**src/rtl/count_seq_ctrl.sv**
```systemverilog
// count_seq_ctrl: sequencing controller for a WIDTH-bit up-counter.
// Provides start/stop/pause control, a terminal count latched at start,
// and one-shot or auto-reload operation.
//
// Ports:
//   clk      system clock, all state updates on posedge
//   rst_n    asynchronous active-low reset
//   start    arm and start counting (honoured in IDLE or DONE only)
//   stop     abort to IDLE, highest priority in every state
//   pause    level; holds the count while in RUN/PAUSE
//   mode     0 = one-shot, 1 = auto-reload (latched at start)
//   limit    terminal count (latched at start)
//   count    current count value (registered)
//   busy     high in RUN or PAUSE
//   done     one-cycle pulse at each terminal count
//   err      one-cycle pulse when a start is rejected (limit == 0)
//   state    IDLE=0, RUN=1, PAUSE=2, DONE=3
//   periods  completed periods since last start, wraps modulo 2^PCNT_W
module count_seq_ctrl #(
  parameter int unsigned WIDTH  = 3,
  parameter int unsigned PCNT_W = 8
) (
  input  logic              clk,
  input  logic              rst_n,
  input  logic              start,
  input  logic              stop,
  input  logic              pause,
  input  logic              mode,
  input  logic [WIDTH-1:0]  limit,
  output logic [WIDTH-1:0]  count,
  output logic              busy,
  output logic              done,
  output logic              err,
  output logic [1:0]        state,
  output logic [PCNT_W-1:0] periods
);

  typedef enum logic [1:0] {
    StIdle  = 2'd0,
    StRun   = 2'd1,
    StPause = 2'd2,
    StDone  = 2'd3
  } state_e;

  state_e              state_q, state_d;
  logic [WIDTH-1:0]    count_q, count_d;
  logic [WIDTH-1:0]    lim_q, lim_d;
  logic                mode_q, mode_d;
  logic [PCNT_W-1:0]   periods_q, periods_d;
  logic                done_q, done_d;
  logic                err_q, err_d;

  // State register
  always_ff @(posedge clk or negedge rst_n) begin
    if (!rst_n) begin
      state_q   <= StIdle;
      count_q   <= '0;
      lim_q     <= '0;
      mode_q    <= 1'b0;
      periods_q <= '0;
      done_q    <= 1'b0;
      err_q     <= 1'b0;
    end else begin
      state_q   <= state_d;
      count_q   <= count_d;
      lim_q     <= lim_d;
      mode_q    <= mode_d;
      periods_q <= periods_d;
      done_q    <= done_d;
      err_q     <= err_d;
    end
  end

  // Next-state logic
  always_comb begin
    state_d   = state_q;
    count_d   = count_q;
    lim_d     = lim_q;
    mode_d    = mode_q;
    periods_d = periods_q;
    done_d    = 1'b0;
    err_d     = 1'b0;

    unique case (state_q)
      StIdle, StDone: begin
        if (stop) begin
          state_d = StIdle;
          count_d = '0;
        end else if (start) begin
          if (limit != '0) begin
            lim_d     = limit;
            mode_d    = mode;
            periods_d = '0;
            count_d   = '0;
            state_d   = StRun;
          end else begin
            // Rejected start leaves the current state (IDLE or DONE) untouched
            err_d = 1'b1;
          end
        end
      end

      StRun: begin
        if (stop) begin
          state_d = StIdle;
          count_d = '0;
        end else if (pause) begin
          state_d = StPause;
        end else if (count_q != lim_q) begin
          count_d = count_q + WIDTH'(1);
        end else begin
          done_d    = 1'b1;
          periods_d = periods_q + PCNT_W'(1);
          if (mode_q) begin
            count_d = '0;
          end else begin
            state_d = StDone;
          end
        end
      end

      StPause: begin
        if (stop) begin
          state_d = StIdle;
          count_d = '0;
        end else if (!pause) begin
          // Resume edge itself does not increment
          state_d = StRun;
        end
      end

      default: begin
        state_d = StIdle;
        count_d = '0;
      end
    endcase
  end

  // Outputs
  always_comb begin
    count   = count_q;
    busy    = (state_q == StRun) || (state_q == StPause);
    done    = done_q;
    err     = err_q;
    state   = state_q;
    periods = periods_q;
  end

endmodule

```
**config.mk**
```make
export PLATFORM = sky130hd
export DESIGN_NAME = count_seq_ctrl
export DESIGN_NICKNAME = d
export VERILOG_FILES = /design/src/rtl/count_seq_ctrl.sv
export SDC_FILE = /design/constraint.sdc
export NUM_CORES = 1
export LEC_CHECK = 0
export BUFFER_PORTS_ARGS = -buffer_cell sky130_fd_sc_hd__buf_2
export CORE_AREA = 2 2 47 81
export CTS_CLUSTER_DIAMETER = 100
export DETAILED_ROUTE_END_ITERATION = 8
export DIE_AREA = 0 0 49 83
export MAX_ROUTING_LAYER = met4
export PLACE_DENSITY = 0.58
export REMOVE_ABC_BUFFERS = 1
export SYNTH_ARGS = -nofsm -noshare
export SYNTH_HDL_FRONTEND = slang
export SYNTH_SLANG_ARGS = --single-unit
```
**constraint.sdc**
```tcl
create_clock -name clk -period 5.44 [get_ports clk]
set_input_delay 0.816 -clock clk [delete_from_list [all_inputs] [get_ports clk]]
set_output_delay 0.816 -clock clk [all_outputs]
set_load 0.01 [all_outputs]
```
==> flow_summary.ini, run 1 <==
[timing]
fmax_ghz = 0.4612
tightest_slew_ns = 0.4648
setup_violations = 0
max_slew_margin_pct = 69.01
rsz0062_at_grt = false
period_share_pct = 39.86
setup_tns_ns = 0
slew_viol_final = 0
clock_skew_ns = 0.001166
hold_viol_final = 0
min_period_ns = 2.168
worst_slack_ns = 3.272

[yosys]
ys_ff_latch = 19
synth_top_family_by_area = compound AO/OA/AOI/OAI gates
yosys_warnings = 0
yosys.area.top_type = dfrtp_1
synthDistinctLibCells = 35
synth_compound_area_share_pct = 24.12
synth_area_sq_um = 1136
seq_area_frac_synth_pct = 41.85
synth_ff_type = dfrtp_1
syn_avg_cell_area_sq_um = 9.966
synthAdderAreaFrac_pct = 4.405
synth-simple-area-share_pct = 15.86
synthMuxAreaShare_pct = 4.075
async_reset_ff_share_pct = 100.0
synth_xor_area_share_pct = 4.626
synthTopCellsByArea = dfrtp_1 (42%), o211ai_1 (11%), inv_1 (4.6%)
syn-instance-count = 114
synth-edff-count = 0
synth_top_area_share_pct = 41.85

[layout]
fin_nets = 155
syn_to_final_growth_pct = 19.05
antenna_cells = 0
layout_common_cells = buf_2 (24), dfrtp_1 (19), o211ai_1 (16), inv_1 (14)
utilization_pct = 39.80
fin_area_sq_um = 1353
mostFrequentLayoutCell = buf_2
fillers = 353
drive_gt1_share_pct = 24.11
finalNonFillerCells = 186

[placed_design]
place.gp.congestion = 0.8511
dpl_worst_slack_ns = 3.244
port_buffers = 24
placed_area_sq_um = 1308
hpwlAfterDp_mm = 2.027
place_inst = 182

[drt]
vias = 1006
wl_per_cell_microns = 14.27
wl_mm = 2.655
drc = 0
routed_via_density = 5.409
drt_iter0_drc = 26
drt.antenna.violating_nets = 0
first_pass_iters = 5

[job]
cap_violations = 0

[cts]
clkSinkCount = 19
clk_latency_ns = 0.25
htreeDepth = 1
cts-root-buf = clkbuf_8
clk_path_buf_depth = 2
cts_resized = 0
holdBufCountCts = 0
clk_pin_slew_worst_paths_ns = 0.07
cts_made_buffers = 3
tritoncts = yes
post_cts_buffers = 0

[setup_path]
cp_slowest_cell = dfrtp_1
path_cells = inv_1 -> ha_1 -> inv_1 -> buf_2
arrival_ns = 1.35
r2r_setup_slack_ns = 3.32
end_kind = output port
worstReg2RegEnd = periods[0]$_DFFE_PN0P_
path_max_fanout = 5
critPathLaunchType = register
cp_top_family = flip-flops
crit_start = state[0]$_DFFE_PN0P_
rr_startpoint = state[1]$_DFFE_PN0P_
path_class = register to output port
worst_ep_required_time_ns = 4.62
crit_top_cell = inv_1
cpPeakStageDelay_ns = 0.43
critPathBufInv = 3
r2r_cells = 6

[global_routing]
grt_pass1_vias = 918
grt_pass1_wl_mm = 4.526
grt_overflow = 0
grt_max_degree = 20
grt_antenna_before_repair = 0
grt_use_total_pct = 14.43

[floorplanning]
die_width_microns = 49
fp-row-count = 28
core_sq_um = 3398
start_util_pct = 33.43
die_h_microns = 83
die-area_sq_um = 4067
top_level_ports = 25

[pwr]
power.leakage_nw = 0.6008
ir_drop_v = 0.0002763
p_per_area_nw_per_um2 = 520.7

[status]
status = finished clean

[min_path]
hold_class = input port to asynchronous set/reset pin
metrics by stage:
step	hold WS, ns	power (W)
5_1_grt	0.5239	0.0007591
2_1_floorplan	0.5028	0.0004970
3_5_place_dp	0.5564	0.0006106
3_3_place_gp	0.5709	0.0006003
4_1_cts	0.5012	0.0007120
6_report	0.4938	0.0007043
area by class of cell:
type	count	area [sq um]	share of cell area [%]
multi-input combinational	80	603.1	44.59
tap	45	56.30	4.163
clock buffer	4	45.04	3.330
inverter	14	52.55	3.885
timing repair buffer	24	120.1	8.881
sequential	19	475.5	35.15
sequential cells by signal (all words and copies together) (netlist names):
| name | cells |
|---|---|
| count | 3 |
| done | 1 |
| err | 1 |
| lim_q | 3 |
| mode_q | 1 |
| periods | 8 |
| state | 2 |
report_power, final:
group / total, W / leakage, nW / switching [W] / internal (W)
Combinational: 0.000339 / 0.338 / 0.000197 / 0.000142
Sequential: 0.000268 / 0.240 / 0.0000729 / 0.000195
Clock: 0.0000978 / 0.0228 / 0.0000458 / 0.0000520
Total: 0.000704 / 0.601 / 0.000316 / 0.000388
cells by family (layout without fill, tap and decap cells):
group | after synthesis | after routing
XOR/XNOR | 6 | 6
multiplexers | 4 | 4
AND/OR/NAND/NOR | 31 | 31
adder cells (fa/ha/maj) | 4 | 4
buffers and inverters | 15 | 42
AO/OA/AOI/OAI | 35 | 35
flip-flops | 19 | 19
synth_stat cells (2+ instances only):
| master | n |
|---|---|
| nand3_1 | 5 |
| xor2_1 | 3 |
| dfrtp_1 | 19 |
| nor2_1 | 4 |
| nand2b_1 | 2 |
| nor3_1 | 3 |
| nand2_1 | 5 |
| xnor2_1 | 3 |
| nand4_1 | 3 |
| o21ai_0 | 5 |
| mux2i_1 | 2 |
| a22o_1 | 2 |
| a221oi_1 | 2 |
| inv_1 | 14 |
| ha_1 | 4 |
| o211ai_1 | 16 |
| nor4_1 | 4 |
routing by layer:
layer,wire [microns],GRT usage [%],vias up,part of all wire (%)
met4,61,6.753,0,2.3
met2,1361,23.91,39,51
li1,-,-,488,-
met3,136,2.158,6,5.1
met5,0,-,-,0
met1,1095,16.89,473,41
worst max path at each step:
stage	endpoint	slack [ns]	depth (start not counted)
floorplan	periods[0]$_DFFE_PN0P_	3.52	4
global placement	periods[0]$_DFFE_PN0P_	3.29	5
detailed placement	periods[0]$_DFFE_PN0P_	3.24	5
CTS	busy	3.27	4
global route	periods[0]$_DFFE_PN0P_	3.17	6
finish	busy	3.27	4
(Power assumes the default switching activity.)
==> run 2, diff against run 1 <==
PLACE_DENSITY = 0.6   (was 0.58)
clock period = 1.8 ns   (was 5.44 ns; I/O delays follow)
==> run 2 against run 1 <==
Effect of this change: critical path depth grew 1; die area did not move; highest routed layer unchanged; clock power increased to 3.1 times the previous value; core utilization up 3.6 points; routed wire length increased by 5.8%; critical path type is now register to register.
==> flow_summary.ini, run 2 (synthesis gave the netlist of run 1 again) <==
[status]
status = finished clean

[drt]
wl_met2_mm = 1.498
wl_per_cell_microns = 14.33
drt_iter0_drc = 33
drt.antenna.violating_nets = 0
wl_met1_mm = 1.159
first_pass_iters = 4
met3_length_microns = 104
vias = 1035
wl_mm = 2.809
drc = 0
routed_via_density = 5.281
topRoutingLayerUsed = met4

[cts]
htreeDepth = 1
cts-root-buf = clkbuf_8
tritoncts = yes
clk_latency_ns = 0.26
clk_path_buf_depth = 2
clk_pin_slew_worst_paths_ns = 0.07
cts_made_buffers = 3
clkSinkCount = 19

[floorplanning]
die-area_sq_um = 4067
core_sq_um = 3398
die_width_microns = 49
die_h_microns = 83
fp-row-count = 28
top_level_ports = 25
start_util_pct = 33.43

[timing]
clock_skew_ns = 0.001689
tightest_slew_ns = 0.4551
rsz0062_at_grt = true
period_share_pct = 95.29
setup_violations = 0
setup_tns_ns = 0
hold_viol_final = 0
max_slew_margin_pct = 69.66
fmax_ghz = 0.5830
min_period_ns = 1.715
slew_viol_final = 0

[layout]
mostFrequentLayoutCell = buf_2
drive_gt1_share_pct = 31.79
fin_nets = 165
largest_reg_flops = 8
fin_area_sq_um = 1474
antenna_cells = 0
fillers = 353
layout_common_cells = buf_2 (24), dfrtp_1 (19), o211ai_1 (16), inv_1 (13), buf_4 (8)
syn_to_final_growth_pct = 29.74

[pwr]
power.leakage_nw = 0.6554
ir_drop_v = 0.0007487
p_per_area_nw_per_um2 = 1599

[placed_design]
place.gp.congestion = 0.7887
hpwlAfterDp_mm = 2.101
port_buffers = 24
placed_area_sq_um = 1353

[global_routing]
grt_antenna_before_repair = 0
grt_use_total_pct = 15.33
grt_pass1_vias = 1017
grt_overflow = 0
grt_max_degree = 20
grt_pass1_wl_mm = 4.747

[min_path]
hold_class = input port to register

[job]
cap_violations = 0

[setup_path]
critPathLaunchType = register
path_class = register to register
arrival_ns = 1.90
end_kind = register
path_max_fanout = 5
worst_ep_required_time_ns = 1.98
==> run 2: what timing repair did <==
| action | CTS | global route |
|---|---|---|
| buffers inserted | 0 | 3 |
| hold buffers | 1 | 0 |
| endpoints found under the hold margin | 19 | 0 |
| pin swaps | 1 | 2 |
| gates resized for setup | 0 | 8 |
| setup endpoints to repair | 1 | 10 |
==> run 2: path summary, 6_finish.rpt <==
kind                                          end  slack [ns]                  from  depth (start not counted)
min in group asynchronous  periods[1]$_DFFE_PN0P_        0.50                 rst_n                          2
setup / recovery             count[0]$_DFFE_PN0P_        0.08  state[0]$_DFFE_PN0P_                          5
max in group asynchronous  periods[4]$_DFFE_PN0P_        0.99                 rst_n                          2
hold / removal                 mode_q$_DFFE_PN0P_        0.24                  mode                          2
setup reg to reg             count[0]$_DFFE_PN0P_        0.08  state[0]$_DFFE_PN0P_                          5
hold reg to reg              lim_q[0]$_DFFE_PN0P_        0.58  lim_q[0]$_DFFE_PN0P_                          1
==> run 2: per-layer routing <==
layer  track usage (%)  vias up
met1             17.54      495
met3             1.978        5
li1                  -      509
met5                 -        -
met4             6.234        0
met2             26.53       26
==> run 2: area by class of cell <==
type | count | area [sq um] | share of cell area [%]
Clock buffer | 4 | 45.04 | 3.056
Inverter | 14 | 56.30 | 3.820
Multi-Input combinational cell | 80 | 639.4 | 43.38
Sequential cell | 19 | 475.5 | 32.26
Timing Repair Buffer | 34 | 201.4 | 13.67
Tap cell | 45 | 56.30 | 3.820
==> run 2: per-stage QoR <==
stage / hold slack [ns] / util [%] / total power (W) / std cells / setup slack [ns]
2_1_floorplan: -0.02559 / - / 0.001502 / 113 / -0.09949
3_3_place_gp: 0.2385 / 39.80 / 0.001892 / 188 / 0.09549
3_5_place_dp: 0.2489 / 39.80 / 0.001933 / 188 / -0.002312
4_1_cts: 0.2363 / 41.42 / 0.002252 / 193 / 0.01187
5_1_grt: 0.2475 / 43.37 / 0.002545 / 196 / -0.02682
6_report: 0.2415 / 43.37 / 0.002357 / 196 / 0.08469
==> run 2: critical path: stages, from the launching register on <==
cell and delay, ns:
dfrtp_1 0.41, inv_1 0.06, ha_1 0.37, a221oi_2 0.30, o32a_1 0.29, mux2i_1 0.21
==> run 2: where the power goes <==
part	total, W	switching, W	leakage (nW)	internal (W)
Combinational	0.00125	0.000684	0.392	0.000569
Sequential	0.000806	0.000218	0.240	0.000588
Clock	0.000299	0.000141	0.0228	0.000158
Total	0.00236	0.00104	0.655	0.00132
==> run 3, diff against run 2 <==
CTS_CLUSTER_SIZE = 14   (was not set)
REMOVE_ABC_BUFFERS = not set   (was 1)
==> run 3 against run 2 <==
Effect of this change: first-iteration DRC count shrank 15%; design area shrank 2.0%; critical path depth is the same; non-clock buffer count shrank 1; power shrank 3.0%; core utilization shrank 0.85 points; largest cell class unchanged; sequential power is essentially flat; largest power group unchanged; via count shrank 1.3%; clock-buffer cell count is the same; routed wire length shrank 3.3%; cell count shrank 0.51%.
==> flow_summary.ini, run 3 (synthesis gave the netlist of run 1 again) <==
[timing]
slew_viol_final = 0
setup_violations = 0
fmax_ghz = 0.5844
hold_viol_final = 0
holdWs_ns = 0.2500
tightest_slew_ns = 0.4269
min_period_ns = 1.711
period_share_pct = 95.06
max_slew_margin_pct = 71.28
worst_slack_ns = 0.08894
clock_skew_ns = 0.001287

[drt]
routed_via_density = 5.241
drt.antenna.violating_nets = 0
wl_per_cell_microns = 13.93
first_pass_iters = 4
drt_iter0_drc = 28
drc = 0
vias = 1022
wl_mm = 2.716

[global_routing]
grt_antenna_before_repair = 0
grt_pass1_wl_mm = 4.740
grt_overflow = 0
grt_max_degree = 20
grt_use_total_pct = 14.90
grt_pass1_vias = 1031

[layout]
fin_area_sq_um = 1445
antenna_cells = 0
syn_to_final_growth_pct = 27.20
drive_gt1_share_pct = 31.33
seqCellArea_sq_um = 475.5
largest_reg_flops = 8
fin_nets = 164
mostFrequentLayoutCell = buf_2
fillers = 359
multi_input_area_sq_um = 625.6
layout_common_cells = buf_2 (24), dfrtp_1 (19), o211ai_1 (16), inv_1 (14), buf_4 (8)

[cts]
clk_path_buf_depth = 2
clkSinkCount = 19
cts-root-buf = clkbuf_8
clk_pin_slew_worst_paths_ns = 0.07
tritoncts = yes
htreeDepth = 1
cts_made_buffers = 3
clk_latency_ns = 0.25

[setup_path]
crit_start = state[0]$_DFFE_PN0P_
worst_ep_required_time_ns = 1.98
r2r_cells = 5
rr_startpoint = state[0]$_DFFE_PN0P_
r2r_setup_slack_ns = 0.09
arrival_ns = 1.89
critPathCapture = count[0]$_DFFE_PN0P_
critPathLaunchType = register
end_kind = register
worstReg2RegEnd = count[0]$_DFFE_PN0P_
path_max_fanout = 5
path_class = register to register

[pwr]
p_per_area_nw_per_um2 = 1582
ir_drop_v = 0.0008152
power.leakage_nw = 0.6474

[floorplanning]
top_level_ports = 25
start_util_pct = 33.43
die-area_sq_um = 4067
core_sq_um = 3398
fp-row-count = 28
die_h_microns = 83
die_width_microns = 49

[placed_design]
dpl_worst_slack_ns = -0.01258
port_buffers = 24
placed_area_sq_um = 1355
place.gp.congestion = 0.7890
hpwlAfterDp_mm = 2.093

[yosys]
synth_fp_nets = 127

[min_path]
hold_class = input port to register

[job]
cap_violations = 0

[status]
status = finished clean
-- run 3: repair_timing --
item	4_1_cts	5_1_grt
pin swaps	0	2
endpoints found under the hold margin	19	0
cloned	0	0
resized for setup	1	3
endpoints found under the setup margin	2	7
hold buffers	1	0
buffers inserted	0	2
-- run 3: report_power, final --
| group | internal (W) | leakage [nW] | total (W) | switching, W |
|---|---|---|---|---|
| Clock | 0.000157 | 0.0228 | 0.000298 | 0.000141 |
| Combinational | 0.000540 | 0.384 | 0.00119 | 0.000645 |
| Sequential | 0.000588 | 0.240 | 0.000803 | 0.000215 |
| Total | 0.00129 | 0.647 | 0.00229 | 0.00100 |
-- run 3: how the worst min path moves through the flow --
stage | from | endpoint | slack, ns | cells past startpoint
global route | mode | mode_q$_DFFE_PN0P_ | 0.24 | 2
global placement | rst_n | periods[2]$_DFFE_PN0P_ | 0.23 | 1
floorplan | rst_n | count[0]$_DFFE_PN0P_ | -0.03 | 0
detailed placement | rst_n | periods[2]$_DFFE_PN0P_ | 0.24 | 1
CTS | mode | mode_q$_DFFE_PN0P_ | 0.24 | 2
finish | mode | mode_q$_DFFE_PN0P_ | 0.25 | 2
-- run 3: through the flow --
stage | setup TNS, ns | cells | utilization [%] | total power (W)
after detailed placement | -0.01258 | 188 | 39.87 | 0.001932
after global placement | 0 | 188 | 39.87 | 0.001903
after floorplan | 0 | 114 | - | 0.001517
after global routing | -0.008977 | 195 | 42.53 | 0.002484
after CTS | 0 | 193 | 41.68 | 0.002256
final | 0 | 195 | 42.53 | 0.002287
-- run 3: layout make-up --
cell class                      instances  share of cell area, %
Clock buffer                            4                  3.117
Inverter                               14                  3.636
Multi-Input combinational cell         80                  43.29
Sequential cell                        19                  32.90
Tap cell                               45                  3.896
Timing Repair Buffer                   33                  13.16
-- run 3: critical path: stages (launching register included) --
cell      delay (ns)
dfrtp_1         0.41
inv_1           0.06
ha_1            0.37
a221oi_2        0.31
o32a_1          0.26
mux2i_1         0.21
-- run 3: per-layer routing --
layer / track usage (%) / vias up / wire length (microns)
li1: - / 504 / -
met1: 16.25 / 483 / 1118
met2: 27.27 / 31 / 1479
met3: 2.518 / 4 / 88
met4: 3.896 / 0 / 29
met5: - / - / 0
